===== src/rtl/prbs_pkg.sv =====
// Shared types and helpers for the PRBS checker slice.
// Holds the checker FSM encoding, default tap masks and the LFSR feedback function.
package prbs_pkg;

    typedef enum logic {
        CHK_SEARCH = 1'b0,
        CHK_LOCKED = 1'b1
    } chk_state_e;

    localparam logic [6:0] PRBS7_TAPS = 7'h60;
    localparam logic [7:0] PRBS8_TAPS = 8'hB8;

    // Widest LFSR the feedback helper supports.
    localparam int FB_MAX_W = 64;

    // Parity of the tapped state bits.
    function automatic logic prbs_fb(
        input logic [FB_MAX_W-1:0] st,
        input logic [FB_MAX_W-1:0] taps
    );
        return ^(st & taps);
    endfunction

endpackage


===== src/rtl/prbs_err_window.sv =====
// Error-density window for the PRBS checker: counts valid bits and errors per block.
// Ports: clk, rst (async low), enable (valid bit while locked), err, restart -> lose_lock.
module prbs_err_window
    import prbs_pkg::*;
#(
    parameter int WINDOW      = 64,
    parameter int LOSS_THRESH = 4
) (
    input  logic clk,
    input  logic rst,
    input  logic enable,
    input  logic err,
    input  logic restart,
    output logic lose_lock
);

    localparam int WIN_W = (WINDOW > 1) ? $clog2(WINDOW) : 1;
    localparam int ERR_W = (LOSS_THRESH > 1) ? $clog2(LOSS_THRESH + 1) : 1;

    logic [WIN_W-1:0] win_q;
    logic [ERR_W-1:0] werr_q;
    logic             win_end;

    assign win_end = (win_q == WIN_W'(WINDOW - 1));

    // The current bit's own error counts toward the threshold.
    assign lose_lock = enable && err &&
                       (werr_q == ERR_W'(LOSS_THRESH - 1));

    always_ff @(posedge clk or negedge rst) begin
        if (!rst) begin
            win_q  <= '0;
            werr_q <= '0;
        end else if (restart) begin
            win_q  <= '0;
            werr_q <= '0;
        end else if (enable) begin
            if (win_end || lose_lock) begin
                win_q  <= '0;
                werr_q <= '0;
            end else begin
                win_q <= win_q + WIN_W'(1);
                if (err) begin
                    werr_q <= werr_q + ERR_W'(1);
                end
            end
        end
    end

endmodule


===== config.mk =====
export PLATFORM = sky130hd
export DESIGN_NAME = prbs_err_window
export DESIGN_NICKNAME = d
export VERILOG_FILES = /design/src/rtl/prbs_pkg.sv /design/src/rtl/prbs_err_window.sv
export SDC_FILE = /design/constraint.sdc
export NUM_CORES = 1
export LEC_CHECK = 0
export ABC_AREA = 1
export BUFFER_PORTS_ARGS = -buffer_cell sky130_fd_sc_hd__buf_2
export CAP_MARGIN = 30
export CORE_AREA = 8 8 45 47
export CTS_CLUSTER_DIAMETER = 50
export DETAILED_ROUTE_END_ITERATION = 16
export DIE_AREA = 0 0 53 55
export PLACE_DENSITY_LB_ADDON = 0.08
export SYNTH_ARGS = -nofsm -noshare
export SYNTH_HDL_FRONTEND = slang
export SYNTH_SLANG_ARGS = --single-unit

===== constraint.sdc =====
create_clock -name clk -period 1.84 [get_ports clk]
set_input_delay 0.276 -clock clk [delete_from_list [all_inputs] [get_ports clk]]
set_output_delay 0.276 -clock clk [all_outputs]
set_load 0.03 [all_outputs]

# [Word level (Yosys, flattened, before mapping)]
# Cells that the tools add are included.
# W data, S select, Z words.
[totals] reg_bits=9 in_bits=5 out_inout_bits=1 word_cells=19
[op_classes] addsub=2 eq_ne=2 mux=7 n_reduce_logical=6
[ops] cell="$mux W6" count=3
[ops] cell="$mux W3" count=4
[ops] cell="$add A6 B1 Y6 const B" count=1
[ops] cell="$eq A6 B6 Y1 const B" count=1
[ops] cell="$add A3 B1 Y3 const B" count=1
[ops] cell="$eq A3 B2 Y1 const B" count=1
[ops] cell="$reduce_bool A3 Y1" count=1
[ops] cell="$logic_and A1 B1 Y1" count=2
[ops] cell="$reduce_and A2 Y1" count=1
[ops] cell="$reduce_bool A2 Y1" count=1
[ops] cell="$logic_or A1 B1 Y1" count=1

# [Longest topological paths before layout]
# Gate-level depths: netlist of the first run.
[depth] word_depth=6 mapped_depth=9 ltp_nobuf=9

# [Worst setup path after synthesis of the first run]
# No wires, ideal clock.
[synth_path] path_kind="flip-flop to flip-flop" from="register werr_q[0]" to="register werr_q[0]" setup_time_ns=0.071 arrival_ns=1.200 required_ns=1.769 path_slack_ns=0.569 stages_incl_launch_ff=8 path_buffers=0 synth_period_minus_slack_ns=1.271 path_cell_list="dfrtp_1 ha_1 ha_1 nand3_1 nand2_1 nor2_2 nor2_4 nor2_1"
[synth_via] elab_chain_cells=6 elab_cells_between_ends=10 cone_classes="1 x add/sub; 1 x eq/ne; 4 x mux; 4 x reduce/logical"
[synth_rtl] element="start: declaration" line="prbs_err_window.sv:21" source="logic [ERR_W-1:0] werr_q;"
[synth_rtl] element="start signal: assignment" line="prbs_err_window.sv:44" source="werr_q <= werr_q + ERR_W'(1);"
[synth_rtl] element="branches (longest 6 deep; another with $add A3 B1 Y3)"
# Several ways; the timed one is not identified. The select of a mux whose other input is x is not followed.
# A chain may end at the register's enable or synchronous reset.

# [Final worst setup path of the first run]
[layout_path] from="register werr_q[0]" to="output lose_lock"
[layout_via] elab_chain_cells=2
[layout_rtl] element="$eq A3 B2 Y1" line="prbs_err_window.sv:28" source="(werr_q == ERR_W'(LOSS_THRESH - 1));"
[layout_rtl] element="$logic_and A1 B1 Y1" line="prbs_err_window.sv:27" source="assign lose_lock = enable && err &&"
[layout_rtl] element="end: declaration" line="prbs_err_window.sv:14" source="output logic lose_lock"
# No other way between the ends.

==> reports/metrics.sh, run 1 <==
POST_DRT_WL_PER_CELL_UM=10.2
WORST_SKEW_PAIR_LATER_PIN_LATENCY_PS=260
WORST_EP_ARRIVAL_TIME_PS=1330
DRC=0
ANTENNA_VIOLATIONS_BEFORE_REPAIR=0
PLACE.DETAILED.HPWL_UM=780
POWER.DENSITY_CELL_AREA_mW_PER_MM2=718
CTS_SINKS=9
DRTITER0DRC=11
WIRELENGTH_UM=1010
OUTCOME='completed'
TIMING.CRITICAL_PATH.FROM_TYPE='flip-flop'
WORST_SETUP_PATH_START='werr_q[0]'
PERIOD_NEEDED_PS=1610
SYN_AVG_CELL_AREA_UM2=7.49
REQUIRED_PS=1560
TRACK_USAGE=0.0908
CRITICAL_PATH.MAX_FANOUT=2
WHS_PS=299
YS_TYPES=15
PORTBUFFERS=5
FP-ROW-COUNT=14
FINAL_STAGE_NET_COUNT=92
FINALSETUPVIOLATIONS=0
SEQ_AREA_FRAC_SYNTH=0.412
DIE_W_UM=53
DESIGN.CORE.AREA_MM2=0.00138
MAXSLEWHEADROOM=0.823
SETUP_SLACK_ON_THE_WORST_FLOP_TO_FLOP_PATH_PS=470
MAPPED_CELLS=73
CLK_PIN_SLEW_PS=70
STARTPOINT_OF_THE_LOWEST_SLACK_REGISTER_TO_REGISTER_PATH='werr_q[0]'
PLACE_WS_PS=467
CTS.HTREE.LEVELS=1
FINAL-MAX-SLEW-VIOLATION-COUNT=0
POWER_LEAKAGE_nW=0.338
CTS_TREE='yes'
WORST_IR_DROP_VDD_uV=372
TIGHTESTPINTRANSITION_PS=265
POST_LAYOUT_NONFILLER_INSTANCES=99
PART_OF_THE_CYCLE_THE_WORST_PATH_NEEDS=0.873
DRT-PASS1-ITER-COUNT=4
DRIVE_GT1_FRAC=0.181
POST_DRT_VIA_CELL_RATIO=4.63
POSTCTSSETUPREPAIRBUFS=0
IO_PINS=6
CTSLONGESTPATHBUFFERS=2
MAXIMUM_NUMBER_OF_PINS_ON_ONE_NET_BEFORE_GLOBAL_ROUTE_REPAIR=10
CRIT_TYPE='flip-flop to primary output'
NETS_IN_THE_SYNTHESIZED_NETLIST=81
FINCLKSKEW_PS=3.41
DIE_AREA_MM2=0.00292
CRIT_END='lose_lock'
VIAS=458
AREAGROWTHSYNTHTOFINISH_PCT=14.9
CLK_ROOT_BUFFER_CELL='clkbuf_4'
GRT_FIRST_PASS_WIRELENGTH_UM=1900
PLACE.GP.CONGESTION=0.755
POSTROUTEANTENNANETS=0
ENDPOINT_KIND='primary output'
NUMBER_OF_GLOBAL_ROUTE_VIAS_BEFORE_REPAIR=429
START_UTIL=0.395
FIN_WS_PS=234
DIE-HEIGHT_UM=55
YS.WARNINGS.COUNT=0
GRT_OVERFLOW_TOTAL=0
DIODES=0
SYN_AREA_UM2=547
MIN_PATH_TYPE='input pin to flip-flop'
TNS_PS=0
MAX_FREQ_GHz=0.623
DPL.CELL_COUNT=94
REG2REG_DEPTH=7
REG2REG_TO='werr_q[0]'
DRV.MAX_CAP_VIOLATION_COUNT=0
TIMING.FINAL.HOLD_VIOLATIONS=0
SYNTH_SEQ_CELLS=9
GRT_SETUP_UNREPAIRED='false'
CTS_INSERTED_BUFFERS=3
-- power breakdown --
| group | internal (mW) | switching (mW) | leakage (nW) |
|---|---|---|---|
| clock network | 0.0838 | 0.0760 | 0.0150 |
| registers | 0.211 | 0.00917 | 0.122 |
| logic | 0.0291 | 0.0417 | 0.202 |
| total | 0.324 | 0.127 | 0.338 |
-- how the worst min path moves through the flow --
stage	startpoint	end	cells past startpoint
4_1_cts	enable	win_q[1]	3
6_report	enable	win_q[1]	3
3_3_place_gp	rst	win_q[1]	1
3_5_place_dp	rst	win_q[1]	1
5_1_grt	enable	win_q[1]	3
2_1_floorplan	rst	werr_q[0]	0
-- state kept, by name, summed over array words and instances (netlist names) --
name and flops:
win_q 6, werr_q 3
-- stage by stage --
stage | power, mW | cell area (µm²) | utilization
floorplan | 0.272 | 547 | -
global placement | 0.295 | 592 | 0.428
detailed placement | 0.294 | 592 | 0.428
CTS | 0.456 | 628 | 0.454
global route | 0.483 | 628 | 0.454
finish | 0.451 | 628 | 0.454
-- cell families after synthesis --
| logic type | synth area share |
|---|---|
| XOR/XNOR | 0.0160 |
| adder cells (fa/ha/maj) | 0.0687 |
| multiplexers | 0.0183 |
| buffers and inverters | 0.0824 |
| flip-flops | 0.412 |
| AO/OA/AOI/OAI | 0.0595 |
| AND/OR/NAND/NOR | 0.343 |
-- cells in the final DEF (no fill, tap or decap), types with 2 or more instances in the layout --
cell type and n:
dfrtp_1 9, buf_2 5, inv_1 10, ha_1 3, inv_2 2, nand2_1 21
o21ai_1 2, nand3_1 5, nor2_1 10, a21oi_1 2, clkbuf_4 3, nor2_4 3
nor2_2 2
-- worst max-delay path, stage by stage, from the launching register on --
cell and delay [ps]:
dfrtp_1 390, ha_1 200, ha_1 180, nand3_1 90, inv_1 40, buf_2 170
-- cell type report --
cell class	count	area [µm²]
inverter	12	45.0
tap	16	20.0
sequential	9	225
fill	143	756
multi-input combinational	52	277
timing repair buffer	6	35.0
clock buffer	4	26.3
-- synth_stat cells (all sizes together) --
library cell / number / area (µm²)
a21o: 1 / 7.51
a21oi: 2 / 10.0
dfrtp: 9 / 225
ha: 3 / 37.5
inv: 12 / 45.1
mux2i: 1 / 10.0
nand2: 21 / 78.8
nand3: 5 / 25.0
nor2: 15 / 83.8
o21ai: 3 / 15.0
xnor2: 1 / 8.76
-- timing repair --
item	4_1_cts	5_1_grt
gates resized for setup	0	0
hold buffers	1	0
hold endpoints to repair	9	0
-- layer usage --
metal	track usage	wire, µm	vias up
met4	0.0647	34	0
met2	0.127	401	10
met1	0.110	504	201
met5	0	0	-
met3	0.0374	68	4
li1	-	-	243
Note: power is estimated with default switching activity, not from simulation.
==> run 2: changes to the inputs <==
--- a/config.mk
+++ b/config.mk
@@ -6,12 +6,13 @@
 export NUM_CORES = 1
 export LEC_CHECK = 0
 export ABC_AREA = 1
-export BUFFER_PORTS_ARGS = -buffer_cell sky130_fd_sc_hd__buf_2
+export BUFFER_PORTS_ARGS = -buffer_cell sky130_fd_sc_hd__buf_4
 export CAP_MARGIN = 30
 export CORE_AREA = 8 8 45 47
 export CTS_CLUSTER_DIAMETER = 50
 export DETAILED_ROUTE_END_ITERATION = 16
 export DIE_AREA = 0 0 53 55
+export GPL_TIMING_DRIVEN = 0
 export PLACE_DENSITY_LB_ADDON = 0.08
 export SYNTH_ARGS = -nofsm -noshare
 export SYNTH_HDL_FRONTEND = slang
==> reports/metrics.sh, run 2 (synthesis results as in run 1) <==
OUTCOME='completed'
CRIT_PATH_CELL_TRACE='ha_1 -> ha_1 -> nand3_1 -> inv_1 -> buf_4'
REQUIRED_PS=1560  # about the same
PLACE.GP.CONGESTION=0.696  # -7.9%
ANTENNA_VIOLATIONS_BEFORE_REPAIR=0  # unchanged
INTERNAL_POWER_CONTRIBUTION_uW=326  # +0.80%
TIMING.CRITICAL_PATH.FROM_TYPE='flip-flop'
POST_DRT_VIA_CELL_RATIO=4.62  # -0.22%
POST-LAYOUT-TOTAL-POWER_uW=449  # -0.36%
WORST_SKEW_PAIR_LATER_PIN_LATENCY_PS=260  # about the same
DRC=0  # unchanged
FINAL_STAGE_NET_COUNT=92  # unchanged
DIE-HEIGHT_UM=55  # unchanged
DIE_W_UM=53  # unchanged
SLOWEST_DELAY_PS=390  # about the same
DRTITER0DRC=0  # -11
POWER.DENSITY_CELL_AREA_mW_PER_MM2=701  # -2.3%
IO_PINS=6  # unchanged
FP-ROW-COUNT=14  # unchanged
DIODES=0  # unchanged
PORTBUFFERS=5  # unchanged
POSTROUTEANTENNANETS=0  # unchanged
CP_SLOWEST_CELL='dfrtp_1'
POST_DRT_WL_PER_CELL_UM=11.1  # +8.5%
LAYOUT.CELLS.MOST_COMMON_LIST='21 x nand2_1, 10 x inv_1, 10 x nor2_1, 9 x dfrtp_1'
LARGEST_REG_FLOPS=6  # unchanged
GRT_OVERFLOW_TOTAL=0  # unchanged
WORST_IR_DROP_VDD_uV=413  # +11%
PLACE.DETAILED.HPWL_UM=855  # +9.6%
PART_OF_THE_CYCLE_THE_WORST_PATH_NEEDS=0.868  # -0.00515
CRITICAL_PATH.MAX_FANOUT=2  # unchanged
AREAGROWTHSYNTHTOFINISH_PCT=17.2
CTSLONGESTPATHBUFFERS=2  # unchanged
POSTCTSSETUPREPAIRBUFS=0  # unchanged
MIN_PATH_TYPE='input pin to flip-flop'
POWER_FRAC_COMB=0.164  # +0.007
P_SW_FRAC=0.273  # -0.00839
TOTAL_SWITCHING_POWER_uW=123  # -3.3%
CRIT_TYPE='flip-flop to primary output'
VIAS=457  # -0.22%
TNS_PS=0  # unchanged
GRT_SETUP_UNREPAIRED='false'
SHARE_SEQ_OF_TOTAL_POWER=0.493  # +0.004
POWER_LEAKAGE_nW=0.342  # +1.0%
CTS_SINKS=9  # unchanged
CLK_ROOT_BUFFER_CELL='clkbuf_4'
MAX_FLOP_REGISTER='win_q'
WORST_EP_ARRIVAL_TIME_PS=1320  # about the same
TIMING.CRITICAL_PATH.MODE_CELL='ha_1'
FINALSETUPVIOLATIONS=0  # unchanged
CTS_TREE='yes'
CTS_INSERTED_BUFFERS=3  # unchanged
TIMING.FINAL.HOLD_VIOLATIONS=0  # unchanged
LAYOUT.CELLS.MOST_COMMON='nand2_1'
FINCLKSKEW_PS=10.6  # +7.17 ps
DRIVE_GT1_FRAC=0.181  # unchanged
NUMBER_OF_GLOBAL_ROUTE_VIAS_BEFORE_REPAIR=461  # +7.5%
DIE_AREA_MM2=0.00292  # unchanged
ENDPOINT_KIND='primary output'
DESIGN.CORE.AREA_MM2=0.00138  # unchanged
CLOCK_POWER_SHARE=0.344  # -0.011
TRACK_USAGE=0.0914  # +0.000600
TIGHTESTPINTRANSITION_PS=275  # +9.37 ps
GRT_FIRST_PASS_WIRELENGTH_UM=1880  # -0.74%
MAXIMUM_NUMBER_OF_PINS_ON_ONE_NET_BEFORE_GLOBAL_ROUTE_REPAIR=10  # unchanged
DRT-PASS1-ITER-COUNT=1  # -3
CLK_PIN_SLEW_PS=70  # about the same
FINAL-MAX-SLEW-VIOLATION-COUNT=0  # unchanged
MAXSLEWHEADROOM=0.816  # -0.00626
TOP_REGS='win_q (6), werr_q (3)'
WIRELENGTH_UM=1100  # +8.5%
CTS.HTREE.LEVELS=1  # unchanged
START_UTIL=0.395  # unchanged
DRV.MAX_CAP_VIOLATION_COUNT=0  # unchanged
MAX_FREQ_GHz=0.626  # +0.59%
PERIOD_NEEDED_PS=1600  # -9.48 ps
[run 2: power groups by stage]
| stage | logic [mW] | clock network [mW] | registers (mW) |
|---|---|---|---|
| 6_report | 0.0736 | 0.154 | 0.221 |
| 3_5_place_dp | 0.0733 | 0 | 0.225 |
| 5_1_grt | 0.0868 | 0.172 | 0.222 |
| 2_1_floorplan | 0.0496 | 0 | 0.223 |
| 4_1_cts | 0.0757 | 0.162 | 0.221 |
| 3_3_place_gp | 0.0715 | 0 | 0.224 |
[run 2: path summary, 6_finish.rpt]
kind / startpoint / to / slack [ps] / cells past startpoint
setup / recovery: werr_q[0] / lose_lock / 240 / 5
hold / removal: enable / win_q[1] / 290 / 3
setup reg to reg: werr_q[0] / win_q[5] / 420 / 7
hold reg to reg: win_q[1] / win_q[1] / 540 / 2
max in group asynchronous: rst / win_q[3] / 1330 / 2
min in group asynchronous: rst / win_q[1] / 370 / 2
[run 2: final cells by class]
class	count	area [µm²]
sequential	9	225
multi-input combinational	52	277
timing repair buffer	6	47.5
inverter	12	45.0
clock buffer	4	26.3
tap	16	20.0
fill	160	743
[run 2: per-stage QoR]
step / cells / utilization / area [µm²] / hold WS (ps) / setup WS [ps]
2_1_floorplan: 73 / - / 547 / -19.6 / 569
3_3_place_gp: 94 / 0.437 / 604 / 109 / 446
3_5_place_dp: 94 / 0.437 / 604 / 107 / 385
4_1_cts: 99 / 0.463 / 641 / 284 / 219
5_1_grt: 99 / 0.463 / 641 / 297 / 157
6_report: 99 / 0.463 / 641 / 291 / 243
[run 2: repair_timing]
action,in CTS,in global routing
hold buffers,1,0
setup endpoints to repair,0,0
endpoints found under the hold margin,9,0
gates resized for setup,0,0
[run 2: layer usage]
metal	vias up	track usage	share of wire
met3	2	0.0535	0.054
met1	206	0.0868	0.43
li1	242	-	-
met4	0	0.0517	0.012
met2	7	0.152	0.50
met5	-	0	0
[run 2: worst max-delay path, delay by kind of cell, from the launching register on]
kind / cells / cell delay (ps)
fa+ha+maj: 2 / 380
flops: 1 / 390
simple gates: 1 / 90
buf+inv: 2 / 200
==> run 3: changes to the inputs <==
--- a/config.mk
+++ b/config.mk
@@ -5,7 +5,6 @@
 export SDC_FILE = /design/constraint.sdc
 export NUM_CORES = 1
 export LEC_CHECK = 0
-export ABC_AREA = 1
 export BUFFER_PORTS_ARGS = -buffer_cell sky130_fd_sc_hd__buf_4
 export CAP_MARGIN = 30
 export CORE_AREA = 8 8 45 47
@@ -13,7 +12,6 @@
 export DETAILED_ROUTE_END_ITERATION = 16
 export DIE_AREA = 0 0 53 55
 export GPL_TIMING_DRIVEN = 0
-export PLACE_DENSITY_LB_ADDON = 0.08
 export SYNTH_ARGS = -nofsm -noshare
 export SYNTH_HDL_FRONTEND = slang
 export SYNTH_SLANG_ARGS = --single-unit
==> constraint.sdc (replaced) <==
create_clock -name clk -period 1.84 [get_ports clk]
set_input_delay 0.092 -clock clk [delete_from_list [all_inputs] [get_ports clk]]
set_output_delay 0.092 -clock clk [all_outputs]
set_load 0.03 [all_outputs]
==> reports/metrics.sh, run 3 <==
OUTCOME='completed'
PART_OF_THE_CYCLE_THE_WORST_PATH_NEEDS=0.955  # +0.0873
GRT_SETUP_UNREPAIRED='false'
POWER_LEAKAGE_nW=0.277  # -19%
DPL.CELL_COUNT=77  # -18%
LARGEST_REG_FLOPS=6  # unchanged
CLK_PIN_SLEW_PS=70  # about the same
MAXSLEWHEADROOM=0.712  # -0.104
GRT_OVERFLOW_TOTAL=0  # unchanged
PLACE.GP.CONGESTION=0.716  # +2.9%
FINAL_STAGE_NET_COUNT=76  # -17%
DIE_AREA_MM2=0.00292  # unchanged
CTS_SINKS=9  # unchanged
FP-ROW-COUNT=14  # unchanged
MAX_FLOP_REGISTER='win_q'
POST_DRT_VIA_CELL_RATIO=5.60  # +21%
REQUIRED_PS=2030  # +470 ps
SEQ_AREA_UM2=225  # unchanged
FIN_WS_PS=82.5  # -161 ps
ASYNC_FLOP_SHARE=1.00  # unchanged
CTS_INSERTED_BUFFERS=3  # unchanged
PLACE_WS_PS=13.9  # -371 ps
MULTI_INPUT_AREA_UM2=282  # +1.8%
NUMBER_OF_GLOBAL_ROUTE_VIAS_BEFORE_REPAIR=436  # -5.4%
ANTENNA_VIOLATIONS_BEFORE_REPAIR=0  # unchanged
SYNTH_SEQ_CELLS=9  # unchanged
TIMING.FINAL.HOLD_VIOLATIONS=0  # unchanged
START_UTIL=0.393  # -0.00181
CRITICAL_PATH.MAX_FANOUT=7  # +5
MAX_FREQ_GHz=0.569  # -9.1%
POWER.DENSITY_CELL_AREA_mW_PER_MM2=647  # -7.7%
SEQ_AREA_FRAC_SYNTH=0.414  # +0.00189
POST_SYNTH_MOST_FREQUENT_CELLS='9 x dfrtp_1, 6 x a21oi_1, 6 x nor2_1'
TIMING.CRITICAL_PATH.FROM_TYPE='flip-flop'
CTS_TREE='yes'
WORST_IR_DROP_VDD_uV=331  # -20%
VIAS=465  # +1.8%
PLACE_AREA_UM2=587  # -2.9%
CTSLONGESTPATHBUFFERS=2  # unchanged
LAYOUT.CELLS.MOST_COMMON_LIST='9 x dfrtp_1, 6 x a21oi_1, 6 x nor2_1, 5 x nand2_1, 4 x buf_4'
YOSYSTOPAREACELLSHARE=0.414  # +0.00189
SYN_AREA_UM2=544  # -0.46%
FINCLKSKEW_PS=10.6  # -0.0299 ps
CRIT_TYPE='flip-flop to flip-flop'
SYN_AVG_CELL_AREA_UM2=9.38  # +25%
POSTROUTEANTENNANETS=0  # unchanged
SYNTH_AREA_LEADER_CELL='dfrtp_1'
MAXIMUM_NUMBER_OF_PINS_ON_ONE_NET_BEFORE_GLOBAL_ROUTE_REPAIR=11  # +1
DIE-HEIGHT_UM=55  # unchanged
ENDPOINT_KIND='flip-flop'
DRC=0  # unchanged
PERIOD_NEEDED_PS=1760  # +161 ps
GRT_FIRST_PASS_WIRELENGTH_UM=1830  # -2.9%
POST-LAYOUT-TOTAL-POWER_uW=408  # -9.2%
MAPPED_CELLS=58  # -21%
YS.FLOP_TYPE='dfrtp_1'
AREAGROWTHSYNTHTOFINISH_PCT=15.9
MIN_PATH_TYPE='input pin to flip-flop'
NFILLCELLS=133  # -17%
DIE_W_UM=53  # unchanged
TIGHTESTPINTRANSITION_PS=431  # +157 ps
SYNTH_ENABLE_FLOP_CELLS=0  # unchanged
CLK_ROOT_BUFFER_CELL='clkbuf_4'
DIODES=0  # unchanged
DESIGN.CORE.AREA_MM2=0.00138  # unchanged
POST_LAYOUT_NONFILLER_INSTANCES=83  # -16%
DRV.MAX_CAP_VIOLATION_COUNT=0  # unchanged
WORST_EP_ARRIVAL_TIME_PS=1950  # +630 ps
WIRELENGTH_UM=1070  # -2.2%
WHS_PS=118  # -173 ps
IO_PINS=6  # unchanged
POST_DRT_WL_PER_CELL_UM=12.9  # +17%
DRTITER0DRC=22  # +22
POST-ROUTE-CELL-AREA_UM2=631  # -1.6%
YS_TYPES=24  # +9
TOP_REGS='win_q (6), werr_q (3)'
LAYOUT.CELLS.MOST_COMMON='dfrtp_1'
FINALSETUPVIOLATIONS=0  # unchanged
NETS_IN_THE_SYNTHESIZED_NETLIST=66  # -19%
DRT-PASS1-ITER-COUNT=4  # +3
YS.WARNINGS.COUNT=0  # unchanged
SYNTH.MOST_COMMON_CELL='dfrtp_1'
SYNTH_AREA_LEADERS='dfrtp_1 41%, ha_1 6.9%, a21oi_1 5.5%'
PORTBUFFERS=3  # -2
TNS_PS=0  # unchanged
PLACE.DETAILED.HPWL_UM=773  # -9.6%
UTILIZATION=0.456  # -0.00723
FINAL-MAX-SLEW-VIOLATION-COUNT=0  # unchanged
CTS.HTREE.LEVELS=1  # unchanged
WORST_SKEW_PAIR_LATER_PIN_LATENCY_PS=260  # about the same
TRACK_USAGE=0.0865  # -0.00491
DRIVE_GT1_FRAC=0.149  # -0.0315
[run 3: changes by cell type in the layout (fill, tap and decap cells not counted), sizes merged, moves of 3 or more]
cell and change:
nand2 -16, a21oi +4, a31oi +3, nor2 -9
nand3b +3, inv -9
[run 3: final cells by class]
class                           count  share of cell area
Sequential cell                     9               0.357
Timing Repair Buffer                5              0.0635
Tap cell                           16              0.0317
Multi-Input combinational cell     43               0.446
Inverter                            3              0.0179
Clock buffer                        4              0.0417
Buffer                              3              0.0417
[run 3: kinds of logic (layout without fill, tap and decap cells)]
family	count (synthesis)	count (layout)	share of synthesized area
AOI/OAI and AO/OA	16	16	0.195
adders and majority gates	3	3	0.0690
muxes	1	1	0.0184
and+or+nand+nor	23	23	0.234
DFF	9	9	0.414
buffers and inverters	6	15	0.0690
[run 3: layer usage]
metal | wire length, µm | global-route usage | share of wire
met1 | 469 | 0.0885 | 0.44
met2 | 516 | 0.141 | 0.48
met3 | 74 | 0.0615 | 0.069
met4 | 10 | 0.0216 | 0.0093
met5 | 0 | 0 | 0
[run 3: worst max-delay path, stage by stage (launching register included)]
cell and delay (ps):
dfrtp_1 380, ha_1 200, ha_1 210, and3_4 190, buf_6 120, or4b_1 460, a31oi_1 140
[run 3: timing repair]
action                                 4_1_cts  5_1_grt
setup buffers                                1        0
endpoints found under the hold margin        9        0
gates resized for setup                      0        0
pin swaps                                    0        1
hold buffers                                 1        0
setup endpoints to repair                    1        1
[run 3: final timing paths]
| kind | start | end | slack, ps | depth (start not counted) |
|---|---|---|---|---|
| setup / recovery | werr_q[0] | win_q[5] | 80 | 6 |
| hold / removal | enable | win_q[1] | 120 | 3 |
| setup reg to reg | werr_q[0] | win_q[5] | 80 | 6 |
| hold reg to reg | werr_q[2] | werr_q[2] | 490 | 1 |
| max in group asynchronous | rst | werr_q[2] | 1510 | 2 |
| min in group asynchronous | rst | win_q[4] | 180 | 2 |
[run 3: power breakdown]
part           switching [mW]  internal (mW)
clock network          0.0700         0.0835
logic                  0.0245         0.0209
registers             0.00476          0.204
